===== src/rtl/switch_debounce.sv =====
// switch_debounce: synchronises a raw switch input, qualifies level changes
// over STABLE_CNT consecutive i_tick samples, and emits a clean level plus
// single-cycle rise/fall pulses.
//
//   state     | meaning
//   ----------+-----------------------------------------------------------
//   STABLE_LO | accepted level is 0, waiting for the synchronised input to go 1
//   CHK_HI    | input is 1, counting ticks before accepting the 0->1 change
//   STABLE_HI | accepted level is 1, waiting for the synchronised input to go 0
//   CHK_LO    | input is 0, counting ticks before accepting the 1->0 change
module switch_debounce #(
  parameter int   SYNC_STAGES = 2,
  parameter int   STABLE_CNT  = 16,
  parameter logic RESET_LEVEL = 1'b0
) (
  input  logic clk,
  input  logic rst,
  input  logic i_tick,
  input  logic i_sw,
  output logic o_level,
  output logic o_rise,
  output logic o_fall,
  output logic o_busy
);

  localparam int CW = $clog2(STABLE_CNT + 1);
  localparam logic [CW-1:0] CNT_LAST = CW'(STABLE_CNT - 1);
  localparam logic [CW-1:0] CNT_ONE  = CW'(1);

  if (SYNC_STAGES < 2) begin : g_bad_sync_stages
    $error("switch_debounce: SYNC_STAGES must be >= 2");
  end
  if (STABLE_CNT < 1) begin : g_bad_stable_cnt
    $error("switch_debounce: STABLE_CNT must be >= 1");
  end

  typedef enum logic [1:0] {
    STABLE_LO = 2'd0,
    CHK_HI    = 2'd1,
    STABLE_HI = 2'd2,
    CHK_LO    = 2'd3
  } state_t;

  localparam state_t RESET_STATE = RESET_LEVEL ? STABLE_HI : STABLE_LO;

  logic [SYNC_STAGES-1:0] sync_q;
  logic                   s_sync;
  state_t                 state;
  logic [CW-1:0]          cnt;

  assign s_sync = sync_q[SYNC_STAGES-1];

  // Synchroniser chain for the asynchronous switch input.
  always_ff @(posedge clk or negedge rst) begin
    if (!rst) begin
      sync_q <= {SYNC_STAGES{RESET_LEVEL}};
    end else begin
      sync_q <= {sync_q[SYNC_STAGES-2:0], i_sw};
    end
  end

  // Qualification FSM with registered level, edge pulses and busy flag.
  // A bounce back to the accepted level wins over a tick in the same cycle.
  always_ff @(posedge clk or negedge rst) begin
    if (!rst) begin
      state   <= RESET_STATE;
      cnt     <= '0;
      o_level <= RESET_LEVEL;
      o_rise  <= 1'b0;
      o_fall  <= 1'b0;
      o_busy  <= 1'b0;
    end else begin
      o_rise <= 1'b0;
      o_fall <= 1'b0;
      case (state)
        STABLE_LO: begin
          if (s_sync) begin
            state  <= CHK_HI;
            cnt    <= '0;
            o_busy <= 1'b1;
          end
        end
        CHK_HI: begin
          if (!s_sync) begin
            state  <= STABLE_LO;
            cnt    <= '0;
            o_busy <= 1'b0;
          end else if (i_tick) begin
            if (cnt == CNT_LAST) begin
              state   <= STABLE_HI;
              cnt     <= '0;
              o_level <= 1'b1;
              o_rise  <= 1'b1;
              o_busy  <= 1'b0;
            end else begin
              cnt <= cnt + CNT_ONE;
            end
          end
        end
        STABLE_HI: begin
          if (!s_sync) begin
            state  <= CHK_LO;
            cnt    <= '0;
            o_busy <= 1'b1;
          end
        end
        CHK_LO: begin
          if (s_sync) begin
            state  <= STABLE_HI;
            cnt    <= '0;
            o_busy <= 1'b0;
          end else if (i_tick) begin
            if (cnt == CNT_LAST) begin
              state   <= STABLE_LO;
              cnt     <= '0;
              o_level <= 1'b0;
              o_fall  <= 1'b1;
              o_busy  <= 1'b0;
            end else begin
              cnt <= cnt + CNT_ONE;
            end
          end
        end
        default: begin
          state   <= RESET_STATE;
          cnt     <= '0;
          o_level <= RESET_LEVEL;
          o_busy  <= 1'b0;
        end
      endcase
    end
  end

endmodule


===== config.mk =====
export PLATFORM = sky130hd
export DESIGN_NAME = switch_debounce
export DESIGN_NICKNAME = d
export VERILOG_FILES = /design/src/rtl/switch_debounce.sv
export SDC_FILE = /design/constraint.sdc
export NUM_CORES = 1
export LEC_CHECK = 0
export CAP_MARGIN = 20
export CORE_AREA = 2 2 39 41
export CTS_CLUSTER_DIAMETER = 30
export CTS_CLUSTER_SIZE = 20
export DETAILED_ROUTE_END_ITERATION = 10
export DIE_AREA = 0 0 41 43
export PLACE_DENSITY = 0.73
export SYNTH_ARGS = -nofsm -noshare
export SYNTH_HDL_FRONTEND = slang
export SYNTH_SLANG_ARGS = --single-unit
export TNS_END_PERCENT = 20

===== constraint.sdc =====
create_clock -name clk -period 1.9 [get_ports clk]
set_clock_uncertainty 0.1 [all_clocks]
set_input_delay 0.475 -clock clk [delete_from_list [all_inputs] [get_ports clk]]
set_output_delay 0.475 -clock clk [all_outputs]
set_load 0.005 [all_outputs]

==> reports/metrics.yaml, run 1 <==
status: "complete, no violations"
htree_levels: 1
place_area_um2: 708.2
grt_pass1_vias: 439
drt_wl_total_mm: 1.030
ctsRootBufferMaster: "clkbuf_4"
cap_viol_max_count: 0
io_pins: 8
cts_setup_buffers: 0
portBuffers: 7
drt_iter0_markers: 3
power_density_nw_per_um2: 688.9
via_per_inst: 5.238
grt_max_degree: 11
peakVddDrop_v: 0.0003423
antenna_found_initial: 0
timing.fmax_mhz: 578.3
initial_core_util_pct: 42.86
cpMaxStageDelayCell: "clkdlybuf4s50_1"
syn_to_final_growth_pct: 23.84
tightest_slew_ns: 0.4205
yosysSeqAreaShare_pct: 54.85
crit_fanout: 3
syn_area_per_cell_um2: 11.86
hold_end: "sync_q[1]$_DFF_PN0_"
final_area_um2: 734.5
slowest_delay_ns: 0.50
synth.distinct_cells: 29
hold_viol: 0
antenna_cells: 0
cts_made_buffers: 3
path_cells: "clkdlybuf4s50_1"
slew_headroom_pct: 71.94
post_drt_wl_per_cell_um: 12.88
critPathBufInv: 1
leakagePower_uw: 0.0003262
die-height_um: 43
hold_start: "sync_q[0]$_DFF_PN0_"
reg2reg_depth: 5
worst_setup_path_start_kind: "flop"
via_count: 419
setup_viol: 0
tritoncts: "built"
rrSetupSlack_ns: 0.38
insertion_delay_ns: 0.28
post-route-drc-count: 0
fin_crit_ns: 1.729
drt_pass1_iterations: 2
reg2reg_from: "cnt[0]$_DFFE_PN0P_"
worst_setup_path_end_kind: "output pin"
core_um2: 1384
fin_nets: 70
grt_pass1_wl_mm: 1.835
synth_nets: 55
crit_type: "reg -> out"
fill_cells: 130
arrival_ns: 1.15
drive_gt1_share_pct: 29.69
synth_seq_cells: 13
clock-sinks: 13
holdCritPathClass: "reg -> reg"
syn-cell-area_um2: 593.1
min_path_cells: 0
grt_overflow: 0
hold_buffers: 0
rows: 14
rsz0062_at_grt: "no"
dp_hpwl_um: 761.3
syn_inst: 50
setup_tns_ns: 0
clkSlewWorstSetupHoldPaths_ns: 0.08
clk_path_buf_depth: 2
globalplace.congestion: 0.6508
slew_viol_final: 0
ant_nets: 0
crit_required_ns: 1.32
fp.dieArea_um2: 1763
period_share_pct: 91.01
grtUsageTotal_pct: 16.14
post_cts_resized: 0
rr_endpoint: "o_level$_DFFE_PN0P_"
yosys_warnings: 0
multi_input_comb_area_um2: 259.0
seqCellArea_um2: 325.3
dieWidth_um: 41
crit_family: "buffers and inverters"
## Yosys cell counts
cell | count | area (um^2)
dfrtp_1 | 13 | 325.3
nand2_1 | 4 | 15.01
nand4_1 | 2 | 12.51
nor2_1 | 2 | 7.510
nor2_2 | 2 | 12.51
o21ai_0 | 2 | 10.01
o21ai_1 | 2 | 10.01
o22ai_1 | 2 | 12.51
a211o_1 | 1 | 8.760
a21boi_0 | 1 | 7.510
a21oi_2 | 1 | 8.760
a22oi_1 | 1 | 7.510
and2_2 | 1 | 7.510
and2_4 | 1 | 8.760
and3b_2 | 1 | 10.01
and4b_2 | 1 | 11.26
buf_2 | 1 | 5.000
ha_1 | 1 | 12.51
inv_1 | 1 | 3.750
mux2_2 | 1 | 11.26
mux2i_1 | 1 | 10.01
nand2_2 | 1 | 6.260
nand2b_1 | 1 | 6.260
nand4_2 | 1 | 12.51
nand4b_1 | 1 | 8.760
nor2b_2 | 1 | 8.760
nor3b_1 | 1 | 7.510
xor2_1 | 1 | 8.760
xor2_2 | 1 | 16.27
## flip-flops by register name, summed over array words and instances (netlist names), named ones only
| register | flops |
|---|---|
| cnt | 5 |
| o_busy | 1 |
| o_fall | 1 |
| o_level | 1 |
| o_rise | 1 |
| state | 1 |
| sync_q | 2 |
## layout by cell type (no fill, tap or decap), types with 2 or more instances in the layout
cell / netlist / routed
o22ai_1: 2 / 2
nand4_1: 2 / 2
clkbuf_4: 0 / 3
buf_4: 0 / 4
dfrtp_1: 13 / 13
o21ai_1: 2 / 2
nand2_1: 4 / 4
nor2_2: 2 / 2
clkdlybuf4s50_1: 0 / 7
nor2_1: 2 / 2
o21ai_0: 2 / 2
## worst max-delay path by stage
stage / endpoint / slack (ns) / cells after the start / from
3_3_place_gp: o_level$_DFFE_PN0P_ / 0.04 / 5 / i_tick
4_1_cts: o_level / 0.16 / 1 / o_level$_DFFE_PN0P_
2_1_floorplan: o_level$_DFFE_PN0P_ / 0.44 / 5 / cnt[0]$_DFFE_PN0P_
5_1_grt: o_busy / 0.11 / 1 / o_busy$_DFFE_PN0P_
6_report: o_busy / 0.17 / 1 / o_busy$_DFFE_PN0P_
3_5_place_dp: o_level$_DFFE_PN0P_ / 0.008 / 5 / i_tick
## logic make-up after synthesis
kind of cell,after synthesis,share of synthesized area (%)
AO/OA/AOI/OAI,10,10.97
XOR/XNOR,2,4.220
adder cells (fa/ha/maj),1,2.109
buffers and inverters,2,1.475
flip-flops,13,54.85
multiplexers,2,3.586
AND/OR/NAND/NOR,20,22.79
## report_power, final
group          total [uW]  switching (uW)  leakage, uW  internal (uW)
Sequential            293            9.26     0.000166            284
Clock                 171            89.0    0.0000150           81.6
Combinational        42.0            19.3     0.000145           22.7
## area by class of cell
type	instances	share of cell area, %
clock buffers	4	3.578
inverters	1	0.5111
multi-input cells	35	35.26
flip-flops and latches	13	44.29
well taps	16	2.726
repair buffers	11	13.63
## metal layers
layer / wire length (um) / up-vias / track usage (%)
met4: 48 / 0 / 14.00
met5: 0 / - / 0
met2: 476 / 9 / 23.13
met3: 45 / 5 / 3.141
li1: - / 206 / -
met1: 459 / 199 / 19.39
## per-stage QoR
stage / instances / total power [uW] / hold slack (ns) / setup slack (ns) / utilization (%)
after global placement: 76 / 340.7 / 0.2368 / 0.03770 / 51.18
after floorplan: 50 / 316.8 / 0.07941 / 0.4432 / -
after detailed placement: 76 / 342.0 / 0.2403 / 0.007595 / 51.18
final: 80 / 506.0 / 0.2564 / 0.1709 / 53.07
after CTS: 80 / 514.6 / 0.2585 / 0.1612 / 53.07
after global routing: 80 / 533.6 / 0.2626 / 0.1102 / 53.07
Power figures use the tool's default switching activity.
==> run 2, diff against run 1 <==
DONT_BUFFER_PORTS = 1   (was default)
GPL_ROUTABILITY_DRIVEN = 0   (was default)
PLACE_DENSITY = 0.65   (was 0.73)
==> run 2 against run 1 <==
Against the previous run: core utilization decreased by 6.5 points; combinational power decreased by 34%; highest routed layer unchanged; clock power about the same; sequential power about the same; design area decreased by 12%; largest power group unchanged; largest cell class unchanged; critical endpoint is now o_level$_DFFE_PN0P_; power decreased by 3.0%; die area unchanged; global-route usage decreased by 3.0 points.
==> reports/metrics.yaml, run 2 (synthesis gave the netlist of run 1 again) <==
via_count: 370
worst_setup_path_end_kind: "flop"
io_pins: 8
cts_made_buffers: 3
fill_cells: 132
crit_type: "reg -> reg"
hold_buffers: 1
layoutNonFillerInstCount: 70
final_area_um2: 644.4
fin_util_pct: 46.56
post_drt_wl_per_cell_um: 13.10
portBuffers: 0
grt_pass1_wl_mm: 1.538
arrival_ns: 1.61
tightest_slew_ns: 0.5835
clk_path_buf_depth: 2
holdCritPathClass: "in -> reg"
crit_fanout: 5
drt_wl_total_um: 917
period_share_pct: 81.48
drive_gt1_share_pct: 27.78
dp_hpwl_um: 676.7
ctsRootBufferMaster: "clkbuf_4"
largest_reg_flops: 5
fp.dieArea_um2: 1763
syn_to_final_growth_pct: 8.650
peakVddDrop_v: 0.0003583
worst_setup_path_start_kind: "flop"
place_inst: 65
final_common_cell: "dfrtp_1"
hold_viol: 0
power_density_nw_per_um2: 761.5
cap_viol_max_count: 0
post-route-drc-count: 0
fin_nets: 60
die-height_um: 43
fin_crit_ns: 1.548
status: "complete, no violations"
grt_pass1_vias: 346
slew_headroom_pct: 60.97
setup_viol: 0
crit_required_ns: 1.96
initial_core_util_pct: 42.86
grtUsageTotal_pct: 13.10
setup_tns_ns: 0
leakagePower_uw: 0.0002842
slew_viol_final: 0
clock-sinks: 13
reg.largest.list: "cnt: 5 flops, sync_q: 2 flops"
timing.fmax_mhz: 646.0
place_area_um2: 608.1
top_register: "cnt"
core_um2: 1384
clkSlewWorstSetupHoldPaths_ns: 0.08
via_per_inst: 5.286
htree_levels: 1
rsz0062_at_grt: "no"
rows: 14
post_cts_resized: 0
power_uw: 490.7
cts_setup_buffers: 0
drt_pass1_iterations: 2
dieWidth_um: 41
tritoncts: "built"
antenna_found_initial: 0
drt_iter0_markers: 3
most-common-layout-cells: "13 x dfrtp_1, 4 x nand2_1, 3 x clkbuf_4"
antenna_cells: 0
ant_nets: 0
insertion_delay_ns: 0.27
grt_overflow: 0
grt_max_degree: 14
run 2: cell count changes in the layout (fill, tap and decap cells not counted), sizes merged:
cell / delta
clkdlybuf4s50: -7
buf: -4
dlygate4sd3: +1
run 2: metrics by stage:
step	worst slack, ns	hold slack, ns
final	0.3519	0.1288
after global routing	0.2336	0.1064
after CTS	0.3326	0.1189
after detailed placement	0.3409	0.07972
after global placement	0.3701	0.07975
after floorplan	0.4432	0.07941
run 2: layout make-up:
type                       count  area (um^2)  area share [%]
sequential                    13        325.3           50.49
multi-input combinational     35        259.0           40.19
clock buffer                   4        26.28           4.078
tap                           16        20.02           3.107
timing repair buffer           1        10.01           1.553
inverter                       1        3.754          0.5825
run 2: worst max-delay path, stage by stage (launching register included):
cell and delay [ns]:
dfrtp_1 0.39, ha_1 0.19, nand4_2 0.13, nor2_2 0.21, nand2_2 0.11, a211o_1 0.30
run 2: path summary, 6_finish.rpt:
check	startpoint	end	slack [ns]	cells after the start
worst max-delay path	cnt[1]$_DFFE_PN0P_	o_level$_DFFE_PN0P_	0.35	5
worst max register to register	cnt[1]$_DFFE_PN0P_	o_level$_DFFE_PN0P_	0.35	5
min in group asynchronous	rst	cnt[4]$_DFFE_PN0P_	0.54	1
worst min register to register	sync_q[0]$_DFF_PN0_	sync_q[1]$_DFF_PN0_	0.25	0
max in group asynchronous	rst	asynchronous set/reset pin	0.78	1
worst min-delay path	i_sw	sync_q[0]$_DFF_PN0_	0.13	0
run 2: layer usage:
metal / vias up / track usage, % / routed length (um) / share of wire [%]
met5: - / 0 / 0 / 0
li1: 187 / - / - / -
met3: 2 / 5.236 / 44 / 4.8
met2: 6 / 18.13 / 409 / 45
met4: 0 / 6.000 / 6 / 0.65
met1: 175 / 17.47 / 456 / 50
run 2: where the power goes:
part           leakage, uW  switching [uW]  internal (uW)
registers         0.000166            9.50            284
clock network    0.0000150            88.2           81.2
logic             0.000103            15.2           12.4
total             0.000284             113            378
==> run 3, diff against run 2 <==
PLACE_DENSITY = 0.67   (was 0.65)
clock period = 1.3 ns   (was 1.9 ns; I/O delays follow)
==> run 3 against run 2 <==
Against the previous run: the flow now finishes with violations (setup timing); combinational power rose by 120%; via count rose by 13%; die area did not move; critical path depth did not move.
==> reports/metrics.yaml, run 3 (synthesis gave the netlist of run 1 again) <==
place_area_um2: 691.9
ant_nets: 0
fin_nets: 71
clk_path_buf_depth: 2
crit_required_ns: 1.36
status: "finished, violations left"
period_share_pct: 108.4
power_uw: 741.8
io_pins: 8
fp.dieArea_um2: 1763
grt_pass1_vias: 410
htree_levels: 1
tritoncts: "built"
grtUsageTotal_pct: 14.48
insertion_delay_ns: 0.28
antenna_cells: 0
slew_viol_final: 0
drive_gt1_share_pct: 40.00
crit_end: "o_level$_DFFE_PN0P_"
rrSetupSlack_ns: -0.11
cts_made_buffers: 3
portBuffers: 0
drt_wl_total_mm: 1.038
fin_crit_ns: 1.409
dp_hpwl_um: 738.3
syn_to_final_growth_pct: 27.43
final_common_cell: "dfrtp_1"
reg2reg_from: "cnt[1]$_DFFE_PN0P_"
rows: 14
drt_pass1_iterations: 3
die-height_um: 43
crit_fanout: 4
largest_reg_flops: 5
dieWidth_um: 41
cap_viol_max_count: 0
fin_util_pct: 54.61
reg2reg_depth: 5
grt_pass1_wl_mm: 1.649
tightest_slew_ns: 0.5952
via_count: 419
arrival_ns: 1.47
core_um2: 1384
clkSlewWorstSetupHoldPaths_ns: 0.09
worstSetupStartpoint: "cnt[1]$_DFFE_PN0P_"
ctsRootBufferMaster: "clkbuf_4"
reg.largest.list: "cnt: 5 flops, sync_q: 2 flops"
timing.fmax_mhz: 709.7
crit_type: "reg -> reg"
top_register: "cnt"
setup_viol: 5
place_ws_ns: -0.1143
worst_setup_path_start_kind: "flop"
place_inst: 74
rsz0062_at_grt: "yes"
violations: "setup timing"
grt_max_degree: 14
peakVddDrop_v: 0.0005002
final_area_um2: 755.7
hold_viol: 0
fill_cells: 117
worst_setup_path_end_kind: "flop"
slew_headroom_pct: 60.19
rr_endpoint: "o_level$_DFFE_PN0P_"
holdCritPathClass: "in -> reg"
via_per_inst: 5.173
initial_core_util_pct: 42.86
leakagePower_uw: 0.0003400
antenna_found_initial: 0
grt_overflow: 0
post-route-drc-count: 0
drt_iter0_markers: 7
post_drt_wl_per_cell_um: 12.81
fin_ws_ns: -0.1090
power_density_nw_per_um2: 981.5
layoutNonFillerInstCount: 81
most-common-layout-cells: "13 x dfrtp_1, 10 x buf_4, 4 x nand2_1"
clock-sinks: 13
==> run 3: repair_timing <==
item | in CTS | in global routing
endpoints found under the hold margin | 14 | 0
setup endpoints to repair | 7 | 9
cloned | 0 | 0
hold buffers | 2 | 0
pin swaps | 1 | 1
buffers inserted | 0 | 1
gates resized for setup | 1 | 1
==> run 3: cell type report <==
type,instances,area (um^2),area share [%]
clock buffers,4,26.28,3.477
inverters,1,3.754,0.4967
well taps,16,20.02,2.649
multi-input cells,35,285.3,37.75
repair buffers,12,95.09,12.58
flip-flops and latches,13,325.3,43.05
==> run 3: worst min-delay path by stage <==
| stage | from | endpoint | slack [ns] | cells past startpoint |
|---|---|---|---|---|
| 6_report | i_tick | cnt[0]$_DFFE_PN0P_ | 0.12 | 2 |
| 5_1_grt | i_tick | cnt[0]$_DFFE_PN0P_ | 0.15 | 2 |
| 4_1_cts | i_tick | cnt[0]$_DFFE_PN0P_ | 0.12 | 2 |
| 3_5_place_dp | rst | cnt[3]$_DFFE_PN0P_ | -0.07 | 0 |
| 3_3_place_gp | rst | cnt[3]$_DFFE_PN0P_ | -0.07 | 0 |
| 2_1_floorplan | rst | asynchronous set/reset pin | -0.07 | 0 |
==> run 3: report_power, final <==
part	total, uW	switching (uW)	internal [uW]
Clock	252	133	119
Sequential	428	13.1	415
Combinational	61.7	29.3	32.4
Total	742	175	567
==> run 3: routing by layer <==
layer	vias up	wire [um]	GRT usage (%)
met4	0	9	12.00
met1	199	497	17.91
met5	-	0	0
li1	209	-	-
met2	9	497	20.31
met3	2	33	3.141
==> run 3: metrics by stage <==
step	setup TNS (ns)	hold slack, ns
after global routing	-0.8413	0.1536
after floorplan	-0.2446	-0.07059
after detailed placement	-0.2836	-0.07023
after global placement	-0.2044	-0.07024
final	-0.2812	0.1177
after CTS	-0.2795	0.1155
==> run 3: critical path: stages, from the launching register on <==
cell     delay, ns
dfrtp_1       0.40
ha_4          0.16
nand4_4       0.11
nor2_4        0.12
nand2_2       0.09
a211o_1       0.30
